<file path="config.mk">
export PLATFORM = sky130hd
export DESIGN_NAME = hazard3_ahbl_arbiter
export DESIGN_NICKNAME = d
export VERILOG_FILES = /design/src/rtl/hazard3_ahbl_arbiter_pkg.sv /design/src/rtl/hazard3_arb_rr.sv /design/src/rtl/hazard3_ahbl_arbiter.sv
export SDC_FILE = /design/constraint.sdc
export NUM_CORES = 1
export LEC_CHECK = 0
export ABC_AREA = 1
export BUFFER_PORTS_ARGS = -buffer_cell sky130_fd_sc_hd__buf_2
export CAP_MARGIN = 20
export CORE_AREA = 2 2 115 117
export CTS_BUF_LIST = sky130_fd_sc_hd__clkbuf_4 sky130_fd_sc_hd__clkbuf_8
export CTS_CLUSTER_DIAMETER = 100
export CTS_CLUSTER_SIZE = 10
export DETAILED_ROUTE_END_ITERATION = 10
export DIE_AREA = 0 0 117 119
export PLACE_DENSITY = 0.87
export SETUP_SLACK_MARGIN = 0.05
export SLEW_MARGIN = 25
export SYNTH_ARGS = -nofsm -noshare
export SYNTH_HDL_FRONTEND = slang
export SYNTH_SLANG_ARGS = --single-unit
</file>
<file path="constraint.sdc">
create_clock -name clk -period 4.01 [get_ports clk]
set_input_delay 0.2005 -clock clk [delete_from_list [all_inputs] [get_ports clk]]
set_output_delay 0.2005 -clock clk [all_outputs]
set_load 0.1 [all_outputs]
</file>
<file path="src/rtl/hazard3_ahbl_arbiter_pkg.sv">
// Shared AHB-Lite encodings and arbitration mode values for the Hazard3 bus blocks.
package hazard3_ahbl_arbiter_pkg;

  localparam logic [1:0] HTRANS_IDLE   = 2'b00;
  localparam logic [1:0] HTRANS_NSEQ   = 2'b10;

  localparam logic [2:0] HBURST_SINGLE = 3'b000;

  localparam logic [2:0] HSIZE_BYTE    = 3'b000;
  localparam logic [2:0] HSIZE_HALF    = 3'b001;
  localparam logic [2:0] HSIZE_WORD    = 3'b010;

  localparam int unsigned ARB_FIXED    = 0;
  localparam int unsigned ARB_RR       = 1;

endpackage

</file>
<file path="src/rtl/hazard3_arb_rr.sv">
// Request-to-one-hot picker. With rotation enabled the search starts at ptr_i and
// wraps; otherwise the lowest requesting index wins.
module hazard3_arb_rr #(
  parameter int unsigned N_REQ = 2,
  parameter int unsigned W_PTR = 1
) (
  input  logic [N_REQ-1:0] req_i,
  input  logic [W_PTR-1:0] ptr_i,
  input  logic             rr_en_i,
  output logic [N_REQ-1:0] gnt_o
);

  logic [N_REQ-1:0] mask;
  logic [N_REQ-1:0] masked;
  logic [N_REQ-1:0] sel;

  // Requests at or above the pointer take precedence; if none, fall back to the
  // full vector, which gives the wrap-around. Isolate the lowest set bit.
  always_comb begin
    mask = '0;
    for (int i = 0; i < int'(N_REQ); i++) begin
      mask[i] = (i >= int'(ptr_i));
    end
    masked = req_i & mask;
    sel    = (rr_en_i && (|masked)) ? masked : req_i;
    gnt_o  = sel & (~sel + N_REQ'(1));
  end

endmodule

</file>
<file path="src/rtl/hazard3_ahbl_arbiter.sv">
// N-port AHB-Lite arbiter: several upstream masters share one downstream master port.
// Each upstream port has a one-entry address-phase buffer so a request that loses
// arbitration (or is stalled downstream) is accepted upstream and replayed later.
module hazard3_ahbl_arbiter
  import hazard3_ahbl_arbiter_pkg::*;
#(
  parameter int unsigned N_PORTS  = 2,
  parameter int unsigned W_ADDR   = 32,
  parameter int unsigned W_DATA   = 32,
  parameter int unsigned ARB_MODE = 0
) (
  input  logic                        clk,
  input  logic                        rst,

  input  logic [N_PORTS*2-1:0]        src_htrans,
  input  logic [N_PORTS*W_ADDR-1:0]   src_haddr,
  input  logic [N_PORTS*3-1:0]        src_hsize,
  input  logic [N_PORTS-1:0]          src_hwrite,
  input  logic [N_PORTS*4-1:0]        src_hprot,
  input  logic [N_PORTS*W_DATA-1:0]   src_hwdata,
  output logic [N_PORTS-1:0]          src_hready_resp,
  output logic [N_PORTS-1:0]          src_hresp,
  output logic [W_DATA-1:0]           src_hrdata,

  output logic [1:0]                  m_htrans,
  output logic [W_ADDR-1:0]           m_haddr,
  output logic [2:0]                  m_hsize,
  output logic                        m_hwrite,
  output logic [3:0]                  m_hprot,
  output logic [2:0]                  m_hburst,
  output logic                        m_hmastlock,
  output logic [W_DATA-1:0]           m_hwdata,
  input  logic                        m_hready,
  input  logic                        m_hresp,
  input  logic [W_DATA-1:0]           m_hrdata
);

  localparam int unsigned W_IDX = (N_PORTS > 1) ? $clog2(N_PORTS) : 1;
  localparam logic        RR_EN = (ARB_MODE == ARB_RR);

  // Buffered address phases, packed per port like the upstream buses.
  logic [N_PORTS-1:0]        buf_vld_q,   buf_vld_d;
  logic [N_PORTS*W_ADDR-1:0] buf_addr_q,  buf_addr_d;
  logic [N_PORTS*3-1:0]      buf_size_q,  buf_size_d;
  logic [N_PORTS-1:0]        buf_write_q, buf_write_d;
  logic [N_PORTS*4-1:0]      buf_prot_q,  buf_prot_d;

  logic                      dph_vld_q,    dph_vld_d;
  logic [W_IDX-1:0]          dph_owner_q,  dph_owner_d;
  logic                      hold_q,       hold_d;
  logic [W_IDX-1:0]          hold_owner_q, hold_owner_d;
  logic [W_IDX-1:0]          rr_ptr_q,     rr_ptr_d;

  logic [N_PORTS-1:0]        hready_int;
  logic [N_PORTS-1:0]        hresp_int;
  logic [N_PORTS-1:0]        live;
  logic [N_PORTS-1:0]        req;
  logic [N_PORTS-1:0]        pick_oh;
  logic [W_IDX-1:0]          pick_idx;
  logic                      gnt_vld;
  logic [W_IDX-1:0]          gnt_idx;
  logic                      taken;
  logic                      unused_htrans_lsb;

  // Upstream handshake: depends only on registered state and m_hready, never on the
  // grant, so there is no combinational loop through the arbiter.
  always_comb begin
    hready_int        = '1;
    hresp_int         = '0;
    live              = '0;
    unused_htrans_lsb = 1'b0;
    for (int i = 0; i < int'(N_PORTS); i++) begin
      if (buf_vld_q[i]) begin
        hready_int[i] = 1'b0;
      end else if (dph_vld_q && (dph_owner_q == W_IDX'(i))) begin
        hready_int[i] = m_hready;
      end
      hresp_int[i]      = dph_vld_q && (dph_owner_q == W_IDX'(i)) && m_hresp;
      live[i]           = src_htrans[2*i+1] && hready_int[i];
      unused_htrans_lsb = unused_htrans_lsb ^ src_htrans[2*i];
    end
  end

  assign src_hready_resp = hready_int;
  assign src_hresp       = hresp_int;
  assign src_hrdata      = m_hrdata;
  assign req             = buf_vld_q | live;

  hazard3_arb_rr #(
    .N_REQ (N_PORTS),
    .W_PTR (W_IDX)
  ) u_pick (
    .req_i   (req),
    .ptr_i   (rr_ptr_q),
    .rr_en_i (RR_EN),
    .gnt_o   (pick_oh)
  );

  // Grant: a stalled downstream address phase pins the grant to its owner.
  always_comb begin
    pick_idx = '0;
    for (int i = 0; i < int'(N_PORTS); i++) begin
      if (pick_oh[i]) begin
        pick_idx = pick_idx | W_IDX'(i);
      end
    end
    gnt_vld = hold_q || (|req);
    gnt_idx = hold_q ? hold_owner_q : pick_idx;
    taken   = gnt_vld && m_hready;
  end

  // Downstream address mux: buffered phase wins over the live bus of the same port.
  always_comb begin
    m_htrans = HTRANS_IDLE;
    m_haddr  = '0;
    m_hsize  = '0;
    m_hwrite = 1'b0;
    m_hprot  = '0;
    if (gnt_vld) begin
      m_htrans = HTRANS_NSEQ;
      for (int i = 0; i < int'(N_PORTS); i++) begin
        if (gnt_idx == W_IDX'(i)) begin
          if (buf_vld_q[i]) begin
            m_haddr  = buf_addr_q[i*W_ADDR +: W_ADDR];
            m_hsize  = buf_size_q[i*3 +: 3];
            m_hwrite = buf_write_q[i];
            m_hprot  = buf_prot_q[i*4 +: 4];
          end else begin
            m_haddr  = src_haddr[i*W_ADDR +: W_ADDR];
            m_hsize  = src_hsize[i*3 +: 3];
            m_hwrite = src_hwrite[i];
            m_hprot  = src_hprot[i*4 +: 4];
          end
        end
      end
    end
  end

  assign m_hburst    = HBURST_SINGLE;
  assign m_hmastlock = 1'b0;

  // Write data follows the data-phase owner.
  always_comb begin
    m_hwdata = '0;
    for (int i = 0; i < int'(N_PORTS); i++) begin
      if (dph_owner_q == W_IDX'(i)) begin
        m_hwdata = src_hwdata[i*W_DATA +: W_DATA];
      end
    end
  end

  // Next state: buffer capture/release, data-phase tracking, hold and rotation pointer.
  always_comb begin
    buf_vld_d    = buf_vld_q;
    buf_addr_d   = buf_addr_q;
    buf_size_d   = buf_size_q;
    buf_write_d  = buf_write_q;
    buf_prot_d   = buf_prot_q;
    dph_vld_d    = dph_vld_q;
    dph_owner_d  = dph_owner_q;
    rr_ptr_d     = rr_ptr_q;
    hold_d       = gnt_vld && !m_hready;
    hold_owner_d = gnt_idx;

    for (int i = 0; i < int'(N_PORTS); i++) begin
      if (taken && (gnt_idx == W_IDX'(i))) begin
        buf_vld_d[i] = 1'b0;
      end else if (live[i]) begin
        // Includes the granted port stalled by m_hready: it replays from here unchanged.
        buf_vld_d[i]                  = 1'b1;
        buf_addr_d[i*W_ADDR +: W_ADDR] = src_haddr[i*W_ADDR +: W_ADDR];
        buf_size_d[i*3 +: 3]          = src_hsize[i*3 +: 3];
        buf_write_d[i]                = src_hwrite[i];
        buf_prot_d[i*4 +: 4]          = src_hprot[i*4 +: 4];
      end
    end

    if (m_hready) begin
      dph_vld_d = gnt_vld;
      if (gnt_vld) begin
        dph_owner_d = gnt_idx;
      end
    end

    if (RR_EN && taken) begin
      rr_ptr_d = (gnt_idx == W_IDX'(N_PORTS - 1)) ? '0 : gnt_idx + W_IDX'(1);
    end
  end

  // State registers; reset abandons any outstanding transfer.
  always_ff @(posedge clk or posedge rst) begin
    if (rst) begin
      buf_vld_q    <= '0;
      buf_addr_q   <= '0;
      buf_size_q   <= '0;
      buf_write_q  <= '0;
      buf_prot_q   <= '0;
      dph_vld_q    <= 1'b0;
      dph_owner_q  <= '0;
      hold_q       <= 1'b0;
      hold_owner_q <= '0;
      rr_ptr_q     <= '0;
    end else begin
      buf_vld_q    <= buf_vld_d;
      buf_addr_q   <= buf_addr_d;
      buf_size_q   <= buf_size_d;
      buf_write_q  <= buf_write_d;
      buf_prot_q   <= buf_prot_d;
      dph_vld_q    <= dph_vld_d;
      dph_owner_q  <= dph_owner_d;
      hold_q       <= hold_d;
      hold_owner_q <= hold_owner_d;
      rr_ptr_q     <= rr_ptr_d;
    end
  end

endmodule
</file>
; After elaboration in Yosys (flattened, before gate mapping)
; Index checks and enable logic that the tools add are counted.
[totals]
out_inout_bits = 114
in_bits = 184
elab_cells = 68
register_bits = 86
[op_classes]
n_reduce_logical = 18
add_sub_neg = 1
bitwise_logic = 7
n_mux = 28
[ops]
columns = operator, count
row1 = $mux 32, 5
row2 = $mux 4, 4
row3 = $mux 1, 14
row4 = $mux 3, 4
row5 = $logic_and 1x1->1, 10
row6 = $reduce_and 2->1, 3
row7 = $not 1->1, 4
row8 = $reduce_bool 2->1, 2
row9 = $add 2x1->2 const B, 1
row10 = $and 2x2->2, 1
row11 = $mux 2, 1
row12 = $not 2->2, 1
row13 = $or 2x2->2, 1
row14 = $reduce_or 2->1, 1
row15 = $logic_not 1->1, 1
row16 = $logic_or 1x1->1, 1

; Depth between registers and ports, before layout
; Gate-level depths: netlist (run 1).
[depth]
depth_word = 15
depth_mapped = 12
mapped_depth_nobuf = 10

; By module
; Synthesis (run 1) repeated with hierarchy kept, for this count alone.
[unflattened]
cells_unflattened = 924
hier_area_um2 = 6027.0
[modules_own_cells]
columns = module, seq_area_each_um2, area_per_inst_um2, cells_per_inst, instances
row1 = hazard3_ahbl_arbiter, 2152.1, 5998.3, 918, 1
row2 = hazard3_arb_rr, 0.0, 28.8, 6, 1

; Least setup slack after synthesis (run 1)
; OpenSTA, ideal clock, no wires.
[synth_path]
kind = register -> output
startpoint = register dph_owner_q
endpoint = output m_haddr[0]
t_required_ps = 3809
path_stages_with_launch = 11
slack_ps = 1043
arrival_ps = 2767
path_buffers = 3
cell_sequence = dfrtp_1 buf_6 clkinv_4 nand3_4 a21oi_4 nand3_1 nand2_2 buf_6 buf_4 o21ai_1 a21oi_1
[synth_via]
elab_chain_cells = 13
word_cells_on_any_way = 19
classes_between = add/sub (1) / mux (8) / bitwise (4) / reduce/logical (6)
[synth_rtl]
columns = item, line
row1 = from (decl), hazard3_ahbl_arbiter.sv:49  ; logic [W_IDX-1:0] dph_owner_q, dph_owner_d;
row2 = from (signal assigned), hazard3_ahbl_arbiter.sv:210  ; dph_owner_q <= dph_owner_d;
row3 = $not 1->1, --
row4 = $logic_and 1x1->1, hazard3_ahbl_arbiter.sv:75  ; end else if (dph_vld_q && (dph_owner_q == W_IDX'(i))) begin
row5 = $mux 1, hazard3_ahbl_arbiter.sv:75
row6 = $mux 1, hazard3_ahbl_arbiter.sv:73  ; if (buf_vld_q[i]) begin
row7 = $logic_and 1x1->1, hazard3_ahbl_arbiter.sv:79  ; live[i] = src_htrans[2*i+1] && hready_int[i];
row8 = $or 2x2->2 (*), hazard3_ahbl_arbiter.sv:87  ; assign req = buf_vld_q | live;
row9 = $not 2->2, hazard3_arb_rr.sv:26  ; gnt_o = sel & (~sel + N_REQ'(1));
row10 = $add 2x1->2, hazard3_arb_rr.sv:26
row11 = $and 2x2->2, hazard3_arb_rr.sv:26
row12 = $mux 1, hazard3_ahbl_arbiter.sv:103  ; if (pick_oh[i]) begin
row13 = $mux 1, hazard3_ahbl_arbiter.sv:108  ; gnt_idx = hold_q ? hold_owner_q : pick_idx;
row14 = $mux 32, hazard3_ahbl_arbiter.sv:122  ; if (gnt_idx == W_IDX'(i)) begin
row15 = $mux 32 (*), hazard3_ahbl_arbiter.sv:119  ; if (gnt_vld) begin
row16 = to (decl), hazard3_ahbl_arbiter.sv:26  ; output logic [W_ADDR-1:0] m_haddr,
; Every way passes the cells marked *; elsewhere a longest branch is shown, timed or not.

; Worst setup path in the final report (run 1)
[layout_path]
startpoint = register dph_owner_q
endpoint = output m_hprot[3]
[layout_via]
elab_chain_cells = 13
word_cells_on_any_way = 19
classes_between = add/sub (1) / mux (8) / bitwise (4) / reduce/logical (6)
[layout_rtl]
columns = item, line
row1 = $not 1->1, --
row2 = $logic_and 1x1->1, hazard3_ahbl_arbiter.sv:75
row3 = $mux 1, hazard3_ahbl_arbiter.sv:75
row4 = $mux 1, hazard3_ahbl_arbiter.sv:73
row5 = $logic_and 1x1->1, hazard3_ahbl_arbiter.sv:79
row6 = $or 2x2->2 (*), hazard3_ahbl_arbiter.sv:87
row7 = $not 2->2, hazard3_arb_rr.sv:26
row8 = $add 2x1->2, hazard3_arb_rr.sv:26
row9 = $and 2x2->2, hazard3_arb_rr.sv:26
row10 = $mux 1, hazard3_ahbl_arbiter.sv:103
row11 = $mux 1, hazard3_ahbl_arbiter.sv:108
row12 = $mux 4, hazard3_ahbl_arbiter.sv:122
row13 = $mux 4 (*), hazard3_ahbl_arbiter.sv:119
row14 = to (decl), hazard3_ahbl_arbiter.sv:29  ; output logic [3:0] m_hprot,
; Marks and branches as above.

==> results.sh, run 1 <==
export IMPL_fillCellCount=1235
export IMPL_grt_pass1_vias=5408
export IMPL_io_buffers=226
export IMPL_worst_path_stages=9
export IMPL_required_ns=3.81
export IMPL_clock_fmax_ghz=0.309
export IMPL_period_share_pct=80.8
export IMPL_finClkSkew_ns=0.0140
export IMPL_cts_buffers=9
export IMPL_startpoint_type="flop"
export IMPL_placed_cells=1122
export IMPL_die_h_um=119
export IMPL_drt_iter0_drc=456
export IMPL_grt_usage_pct=24.9
export IMPL_power_density_mw_per_mm2=872
export IMPL_synthesis_area_mm2=0.00562
export IMPL_max_slew_margin_rel_pct=40.6
export IMPL_startpoint="dph_owner_q"
export IMPL_layout_commonest_cell="nand2_1"
export IMPL_grt_ovfl_total=0
export IMPL_drc=0
export IMPL_regToRegStartpoint="dph_owner_q"
export IMPL_core_area_mm2=0.0129
export IMPL_max_slew_worst_pin_slew_ns=0.888
export IMPL_clockRootBuffer="clkbuf_8"
export IMPL_gp_congestion=0.825
export IMPL_period_minus_slack_ns=3.24
export IMPL_setup_viol=0
export IMPL_leakage_nw=4.11
export IMPL_setup_tns_ns=0
export IMPL_drive_gt1_share_pct=28.1
export IMPL_route_vias_total=5816
export IMPL_wl_per_cell_um=15.2
export IMPL_crit_buf_inv=3
export IMPL_critPathKind="reg2out"
export IMPL_fin_util_pct=53.7
export IMPL_antenna_found_initial=3
export IMPL_finalHoldViolations=0
export IMPL_regToRegSetupSlack_ns=1.07
export IMPL_endpoint="m_hprot[3]"
export IMPL_die_x_um=117
export IMPL_grt_max_degree=62
export IMPL_ios=298
export IMPL_max_stage_delay_ns=0.49
export IMPL_ir_drop_mv=0.811
export IMPL_row_count=42
export IMPL_area_growth_pct=23.0
export IMPL_ys_ff_latch=86
export IMPL_dp_slack_ns=1.09
export IMPL_wl_mm=17.4
export IMPL_vias_per_cell=5.10
export IMPL_dpl_instance_area_mm2=0.00671
export IMPL_syn_inst=802
export IMPL_seq_area_mm2=0.00215
export IMPL_ant_nets=0
export IMPL_start_util_pct=43.6
export IMPL_outcome="finished, final reports clean"
export IMPL_clk_pin_slew_ns=0.09
export IMPL_yosys_warnings=0
export IMPL_final_cells=1141
export IMPL_path_max_fanout=61
export IMPL_nets=1142
export IMPL_synthDistinctLibCells=26
export IMPL_r2r_end="buf_addr_q[39]"
export IMPL_cts_max_level=3
export IMPL_ys_seq_area_share_pct=38.3
export IMPL_hold_depth=3
export IMPL_first_pass_iters=6
export IMPL_cp_top_family="buffers and inverters"
export IMPL_maxSlewViolCount=0
export IMPL_post_cts_resized=0
export IMPL_crit_chain="clkinv_4, nand3_4, a21oi_4, nand3_1, nand2_2, buf_12, o21ai_1, a21oi_1, buf_2"
export IMPL_clk_latency_ns=0.38
export IMPL_cp_slowest_cell="dfrtp_1"
export IMPL_dp_hpwl_mm=11.5
export IMPL_cts_tree="built"
export IMPL_rsz0062_at_grt="false"
export IMPL_crit_path_end_kind="output port"
export IMPL_synth_area_per_cell_um2=7.01
export IMPL_power_mw=6.03
export IMPL_dieArea_mm2=0.0139
export IMPL_multi_input_comb_area_mm2=0.00284
export IMPL_max_cap_violations=0
export IMPL_clockBufferDepth=2
export IMPL_cp_arrival_ns=3.04
export IMPL_cts_sinks=86
export IMPL_fin_ws_ns=0.771
export IMPL_fin_area_mm2=0.00691
export IMPL_whs_ns=0.0549
export IMPL_grt_pass1_wl_mm=26.9
export IMPL_worst_r2r_path_depth=10
export IMPL_hold_path_class="in2reg"
export IMPL_most_common_layout_cells="383 x nand2_1, 211 x buf_2, 84 x dfrtp_1"
-- power by group --
group	switching, mW	internal [mW]
sequential	0.206	1.24
combinational	3.04	0.939
clock	0.336	0.269
total	3.58	2.45
-- Yosys cell counts --
| master | count | share of area, % |
|---|---|---|
| nand2_1 | 383 | 26 |
| dfrtp_1 | 86 | 38 |
| nand3_1 | 82 | 7.3 |
| buf_4 | 50 | 6.7 |
| a21oi_1 | 42 | 3.7 |
| mux2i_1 | 40 | 7.1 |
| o21ai_1 | 38 | 3.4 |
| clkbuf_1 | 28 | 1.9 |
| buf_2 | 10 | 0.89 |
| inv_1 | 9 | 0.60 |
| buf_6 | 6 | 1.2 |
| nand2_2 | 4 | 0.45 |
| nor2_1 | 4 | 0.27 |
| o21ai_0 | 4 | 0.36 |
| buf_1 | 2 | 0.13 |
| inv_2 | 2 | 0.13 |
| nand2_4 | 2 | 0.40 |
| nor3_1 | 2 | 0.18 |
| a21oi_2 | 1 | 0.16 |
| a21oi_4 | 1 | 0.29 |
| clkinv_4 | 1 | 0.16 |
| conb_1 | 1 | 0.067 |
| nand3_2 | 1 | 0.18 |
| nand3_4 | 1 | 0.31 |
| o21bai_1 | 1 | 0.13 |
| or2_2 | 1 | 0.11 |
-- layer usage --
metal | GRT usage, % | vias up | part of all wire (%) | wire [um]
met5 | 0 | - | 0.075 | 13
met4 | 8.60 | 2 | 2.3 | 397
met3 | 6.51 | 35 | 8.1 | 1410
met2 | 39.7 | 263 | 47 | 8200
met1 | 32.6 | 2677 | 42 | 7340
li1 | - | 2839 | - | -
-- worst min-delay path, cell delays in order --
cell and delay, ns:
buf_2 0.08, nand3_1 0.06, nand2_1 0.06
-- final cells by class --
| cell class | count | area share, % |
|---|---|---|
| Antenna cell | 2 | 0.0724 |
| Timing Repair Buffer | 237 | 21.0 |
| Sequential cell | 86 | 31.2 |
| Clock inverter | 4 | 0.452 |
| Tap cell | 176 | 3.18 |
| Clock buffer | 12 | 2.30 |
| Multi-Input combinational cell | 612 | 41.1 |
| Inverter | 12 | 0.742 |
-- logic make-up after synthesis --
group                  Yosys count  share of synthesized area (%)
buffers and inverters          108                           11.7
AND/OR/NAND/NOR                480                           34.8
AO/OA/AOI/OAI                   87                           8.06
flip-flops                      86                           38.3
multiplexers                    40                           7.13
other                            1                         0.0667
-- sequential cells by signal (all words and copies together) (netlist names) --
register / flops
dph_vld_q: 1
hold_q: 1
buf_addr_q: 64
buf_size_q: 6
hold_owner_q: 1
buf_vld_q: 2
buf_prot_q: 8
dph_owner_q: 1
buf_write_q: 2
-- how the worst min path moves through the flow --
stage / start / endpoint / slack, ns
detailed placement: rst / buf_addr_q[49] / 0.39
finish: src_haddr[41] / buf_addr_q[41] / 0.05
global route: src_haddr[41] / buf_addr_q[41] / 0.04
global placement: rst / buf_addr_q[46] / 0.38
floorplan: m_hready / dph_vld_q / 0.30
CTS: src_haddr[41] / buf_addr_q[41] / 0.04
-- timing repair --
action,in CTS,in global routing
setup buffers,0,0
hold endpoints to repair,46,0
hold buffers,1,0
Power figures use the tool's default switching activity.
==> run 2: changes to the inputs <==
--- a/config.mk
+++ b/config.mk
@@ -8,13 +8,13 @@
 export ABC_AREA = 1
 export BUFFER_PORTS_ARGS = -buffer_cell sky130_fd_sc_hd__buf_2
 export CAP_MARGIN = 20
-export CORE_AREA = 2 2 115 117
+export CORE_AREA = 2 2 116 118
 export CTS_BUF_LIST = sky130_fd_sc_hd__clkbuf_4 sky130_fd_sc_hd__clkbuf_8
 export CTS_CLUSTER_DIAMETER = 100
 export CTS_CLUSTER_SIZE = 10
 export DETAILED_ROUTE_END_ITERATION = 10
-export DIE_AREA = 0 0 117 119
-export PLACE_DENSITY = 0.87
+export DIE_AREA = 0 0 118 120
+export PLACE_DENSITY = 0.86
 export SETUP_SLACK_MARGIN = 0.05
 export SLEW_MARGIN = 25
 export SYNTH_ARGS = -nofsm -noshare
==> constraint.sdc (replaced) <==
create_clock -name clk -period 3.3 [get_ports clk]
set_input_delay 0.165 -clock clk [delete_from_list [all_inputs] [get_ports clk]]
set_output_delay 0.165 -clock clk [all_outputs]
set_load 0.1 [all_outputs]
==> results.sh, run 2 (synthesis gave the netlist of run 1 again) <==
export IMPL_cts_buffers=9
export IMPL_drt_iter0_drc=434
export IMPL_core_area_mm2=0.0130
export IMPL_path_max_fanout=40
export IMPL_clk_latency_ns=0.37
export IMPL_hold_path_class="in2reg"
export IMPL_critPathKind="reg2out"
export IMPL_fin_area_mm2=0.00734
export IMPL_start_util_pct=43.3
export IMPL_dieArea_mm2=0.0142
export IMPL_cp_common_cell="buf_12"
export IMPL_max_stage_delay_ns=0.47
export IMPL_first_pass_iters=6
export IMPL_most_common_layout_cells="383 x nand2_1, 186 x buf_2, 85 x dfrtp_1"
export IMPL_die_h_um=120
export IMPL_leakage_nw=4.26
export IMPL_grt_usage_pct=24.0
export IMPL_period_share_pct=89.6
export IMPL_clock_fmax_ghz=0.338
export IMPL_vias_per_cell=5.04
export IMPL_dpl_instance_area_mm2=0.00711
export IMPL_max_slew_worst_pin_slew_ns=0.842
export IMPL_period_minus_slack_ns=2.96
export IMPL_antenna_found_initial=3
export IMPL_die_x_um=118
export IMPL_route_vias_total=5763
export IMPL_outcome="finished, final reports clean"
export IMPL_grt_pass1_vias=5364
export IMPL_crit_path_end_kind="output port"
export IMPL_clk_pin_slew_ns=0.09
export IMPL_nets=1146
export IMPL_max_cap_violations=0
export IMPL_cts_sinks=86
export IMPL_area_growth_pct=30.6
export IMPL_ant_nets=0
export IMPL_grt_max_degree=57
export IMPL_wl_mm=17.0
export IMPL_wl_per_cell_um=14.8
export IMPL_finalHoldViolations=0
export IMPL_dp_hpwl_mm=11.9
export IMPL_crit_buf_inv=3
export IMPL_largest_register="buf_addr_q"
export IMPL_layout_commonest_cell="nand2_1"
export IMPL_drc=0
export IMPL_finClkSkew_ns=0.00605
export IMPL_power_mw=7.91
export IMPL_grt_pass1_wl_mm=27.4
export IMPL_row_count=42
export IMPL_rsz0062_at_grt="false"
export IMPL_power_density_mw_per_mm2=1080
export IMPL_clockRootBuffer="clkbuf_8"
export IMPL_startpoint_type="flop"
export IMPL_clockBufferDepth=2
export IMPL_setup_viol=0
export IMPL_reg_largest_list="buf_addr_q: 64 flops, buf_prot_q: 8 flops, buf_size_q: 6 flops"
export IMPL_max_slew_margin_rel_pct=43.7
export IMPL_ios=298
export IMPL_cts_setup_buffers=0
export IMPL_cp_top_family="buffers and inverters"
export IMPL_cp_arrival_ns=2.79
export IMPL_cp_slowest_cell="dfrtp_1"
export IMPL_largest_reg_flops=64
export IMPL_cts_tree="built"
export IMPL_drive_gt1_share_pct=28.3
export IMPL_io_buffers=226
export IMPL_setup_tns_ns=0
export IMPL_grt_ovfl_total=0
export IMPL_required_ns=3.13
export IMPL_ir_drop_mv=0.762
export IMPL_cts_max_level=3
export IMPL_gp_congestion=0.879
export IMPL_maxSlewViolCount=0
export IMPL_crit_chain="clkinv_4, nand3_4, a21oi_4, nand3_1, nand2_4, buf_12, o21ai_0, a21oi_1, buf_12"
[run 2: routing by layer]
layer	vias up	wire [um]	track usage (%)
met2	242	7960	38.5
met4	2	297	7.30
met5	-	13	0
met3	37	1200	5.23
li1	2852	-	-
met1	2630	7510	32.5
[run 2: layout make-up]
type	instances	area (um2)
fillers	1211	5640
multi-input cells	612	2840
flip-flops and latches	86	2150
repair buffers	241	1860
well taps	176	220
clock buffers	12	159
inverters	12	52.6
clock inverters	3	43.8
diodes	2	5.00
[run 2: final timing paths]
path / slack [ns] / depth (start not counted) / endpoint / startpoint
setup / recovery: 0.34 / 9 / m_haddr[31] / dph_owner_q
hold / removal: 0.04 / 3 / buf_addr_q[15] / src_haddr[15]
setup reg to reg: 0.64 / 10 / buf_addr_q[7] / dph_owner_q
hold reg to reg: 0.48 / 2 / buf_addr_q[2] / buf_addr_q[2]
max in group asynchronous: 2.10 / 4 / buf_addr_q[16] / rst
min in group asynchronous: 0.45 / 3 / buf_addr_q[51] / rst
[run 2: worst reg2reg max path: stages, from the launching register on]
cell,delay (ns)
dfrtp_1,0.47
clkinv_4,0.23
nand3_4,0.12
a21oi_4,0.18
nand2_1,0.09
nand2_1,0.07
nand2_1,0.09
nand2_4,0.39
nand2_2,0.60
nand2_1,0.23
nand2_1,0.07
[run 2: repair_timing]
action	in CTS	in global routing
gates resized for setup	0	1
hold endpoints to repair	0	54
hold buffers	0	1
setup endpoints to repair	0	1
[run 2: metrics by stage]
| stage | util, % | worst slack (ns) | hold slack [ns] | instances |
|---|---|---|---|---|
| after floorplan | - | 0.368 | 0.261 | 806 |
| after global placement | 54.8 | 0.665 | 0.331 | 1126 |
| after detailed placement | 54.8 | 0.613 | 0.331 | 1126 |
| after CTS | 56.4 | 0.200 | 0.00517 | 1141 |
| after global routing | 56.5 | 0.189 | 0.0209 | 1143 |
| final | 56.5 | 0.344 | 0.0369 | 1144 |
[run 2: where the power goes]
group / internal [mW] / switching [mW] / total (mW) / leakage [nW]
sequential: 1.50 / 0.252 / 1.76 / 1.06
clock: 0.396 / 0.389 / 0.785 / 0.106
combinational: 1.58 / 3.79 / 5.37 / 3.09
total: 3.48 / 4.43 / 7.91 / 4.26
==> run 3: changes to the inputs <==
--- a/config.mk
+++ b/config.mk
@@ -6,7 +6,6 @@
 export NUM_CORES = 1
 export LEC_CHECK = 0
 export ABC_AREA = 1
-export BUFFER_PORTS_ARGS = -buffer_cell sky130_fd_sc_hd__buf_2
 export CAP_MARGIN = 20
 export CORE_AREA = 2 2 116 118
 export CTS_BUF_LIST = sky130_fd_sc_hd__clkbuf_4 sky130_fd_sc_hd__clkbuf_8
@@ -14,7 +13,8 @@
 export CTS_CLUSTER_SIZE = 10
 export DETAILED_ROUTE_END_ITERATION = 10
 export DIE_AREA = 0 0 118 120
-export PLACE_DENSITY = 0.86
+export DONT_BUFFER_PORTS = 1
+export PLACE_DENSITY = 0.66
 export SETUP_SLACK_MARGIN = 0.05
 export SLEW_MARGIN = 25
 export SYNTH_ARGS = -nofsm -noshare
==> results.sh, run 3 (synthesis gave the netlist of run 1 again) <==
export IMPL_outcome="finished, final reports clean"
export IMPL_post_cts_resized=0
export IMPL_period_minus_slack_ns=3.02
export IMPL_required_ns=3.13
export IMPL_clockRootBuffer="clkbuf_8"
export IMPL_cp_slowest_cell="buf_4"
export IMPL_power_density_mw_per_mm2=1090
export IMPL_max_slew_margin_rel_pct=35.5
export IMPL_first_pass_iters=5
export IMPL_grt_max_degree=44
export IMPL_max_slew_worst_pin_slew_ns=0.964
export IMPL_cts_tree="built"
export IMPL_cts_setup_buffers=0
export IMPL_critPathKind="reg2out"
export IMPL_grt_pass1_wl_mm=29.4
export IMPL_io_buffers=0
export IMPL_drive_gt1_share_pct=15.7
export IMPL_antenna_found_initial=0
export IMPL_wl_mm=18.4
export IMPL_ios=298
export IMPL_clk_pin_slew_ns=0.09
export IMPL_fin_util_pct=57.5
export IMPL_maxSlewViolCount=0
export IMPL_cts_buffers=9
export IMPL_largest_reg_flops=64
export IMPL_gp_congestion=0.808
export IMPL_setup_tns_ns=0
export IMPL_fillCellCount=1162
export IMPL_cp_arrival_ns=2.86
export IMPL_finalHoldViolations=0
export IMPL_dieArea_mm2=0.0142
export IMPL_die_h_um=120
export IMPL_startpoint_type="flop"
export IMPL_layout_commonest_cell="nand2_1"
export IMPL_nets=1047
export IMPL_core_area_mm2=0.0130
export IMPL_drc=0
export IMPL_route_vias_total=5581
export IMPL_grt_ovfl_total=0
export IMPL_path_max_fanout=42
export IMPL_drt_iter0_drc=437
export IMPL_area_growth_pct=32.7
export IMPL_ant_nets=0
export IMPL_hold_path_class="in2async"
export IMPL_finClkSkew_ns=0.0123
export IMPL_crit_path_end_kind="output port"
export IMPL_ir_drop_mv=0.710
export IMPL_cts_sinks=86
export IMPL_row_count=42
export IMPL_wl_per_cell_um=17.6
export IMPL_setup_viol=0
export IMPL_vias_per_cell=5.35
export IMPL_crit_chain="clkinv_4, nand3_4, a21oi_4, nand3_2, buf_4, o21ai_0, a21oi_2, buf_12"
export IMPL_clockBufferDepth=2
export IMPL_grt_pass1_vias=5479
export IMPL_reg_largest_list="buf_addr_q: 64 flops, buf_prot_q: 8 flops, buf_size_q: 6 flops"
export IMPL_leakage_nw=3.91
export IMPL_die_x_um=118
export IMPL_largest_register="buf_addr_q"
export IMPL_rsz0062_at_grt="false"
export IMPL_insertedDiodeCount=0
export IMPL_clk_latency_ns=0.37
export IMPL_cts_max_level=3
export IMPL_grt_usage_pct=26.3
export IMPL_max_cap_violations=0
export IMPL_period_share_pct=91.6
export IMPL_clock_fmax_ghz=0.331
export IMPL_start_util_pct=43.3
export IMPL_most_common_layout_cells="383 x nand2_1, 84 x dfrtp_1, 84 x dlygate4sd3_1"
export IMPL_max_stage_delay_ns=0.59
export IMPL_dp_hpwl_mm=11.3
-- run 3: cell count changes in the layout (fill, tap and decap cells not counted), sizes merged --
cell / delta
diode: -2
bufinv: +1
clkinv: -1
buf: -183
inv: +1
dlygate4sd3: +83
clkinvlp: +1
-- run 3: power by group --
group	internal (mW)	switching (mW)
clock network	0.445	0.408
logic	1.61	3.85
registers	1.50	0.282
-- run 3: path summary, 6_finish.rpt --
kind | from | endpoint | slack (ns) | cells after the start
max in group asynchronous | rst | buf_addr_q[38] | 2.24 | 3
worst min-delay path | rst | buf_addr_q[51] | 0.21 | 2
worst max-delay path | dph_owner_q | m_haddr[31] | 0.28 | 8
worst min register to register | buf_addr_q[3] | buf_addr_q[3] | 0.48 | 2
worst max register to register | dph_owner_q | buf_addr_q[12] | 0.55 | 10
min in group clk | src_htrans[3] | buf_vld_q[0] | 0.29 | 6
-- run 3: repair_timing --
action                                  CTS  global route
hold buffers                             84             0
endpoints found under the hold margin   103             0
endpoints found under the setup margin    0             0
-- run 3: worst max-delay path, delay by kind of cell (launching register included) --
family / cells / cell delay, ns
buffers and inverters: 3 / 1.10
AO/OA/AOI/OAI: 3 / 0.59
AND/OR/NAND/NOR: 2 / 0.25
flip-flops: 1 / 0.55
-- run 3: per-layer routing --
layer | share of wire [%] | GRT usage, % | up-vias | routed length, um
met4 | 2.0 | 7.83 | 0 | 360
li1 | - | - | 2652 | -
met2 | 48 | 44.1 | 248 | 8820
met1 | 44 | 33.8 | 2649 | 8030
met5 | 0 | 0 | - | 0
met3 | 6.5 | 6.23 | 32 | 1200
-- run 3: layout make-up --
class,instances,area (um2),area share (%)
repair buffers,142,1810,24.2
clock buffers,11,139,1.86
flip-flops and latches,86,2150,28.9
multi-input cells,612,3000,40.3
clock inverters,5,81.3,1.09
well taps,176,220,2.95
inverters,12,52.6,0.705
-- run 3: metrics by stage --
stage	instances	hold WS, ns	area, um2	worst slack (ns)	power (mW)
detailed placement	944	0.0121	6400	0.542	7.16
floorplan	806	0.261	5630	0.368	5.72
global placement	944	0.00900	6400	0.583	7.11
finish	1044	0.207	7460	0.279	8.10
global route	1044	0.219	7460	0.0866	8.49
CTS	1044	0.209	7460	0.288	8.11
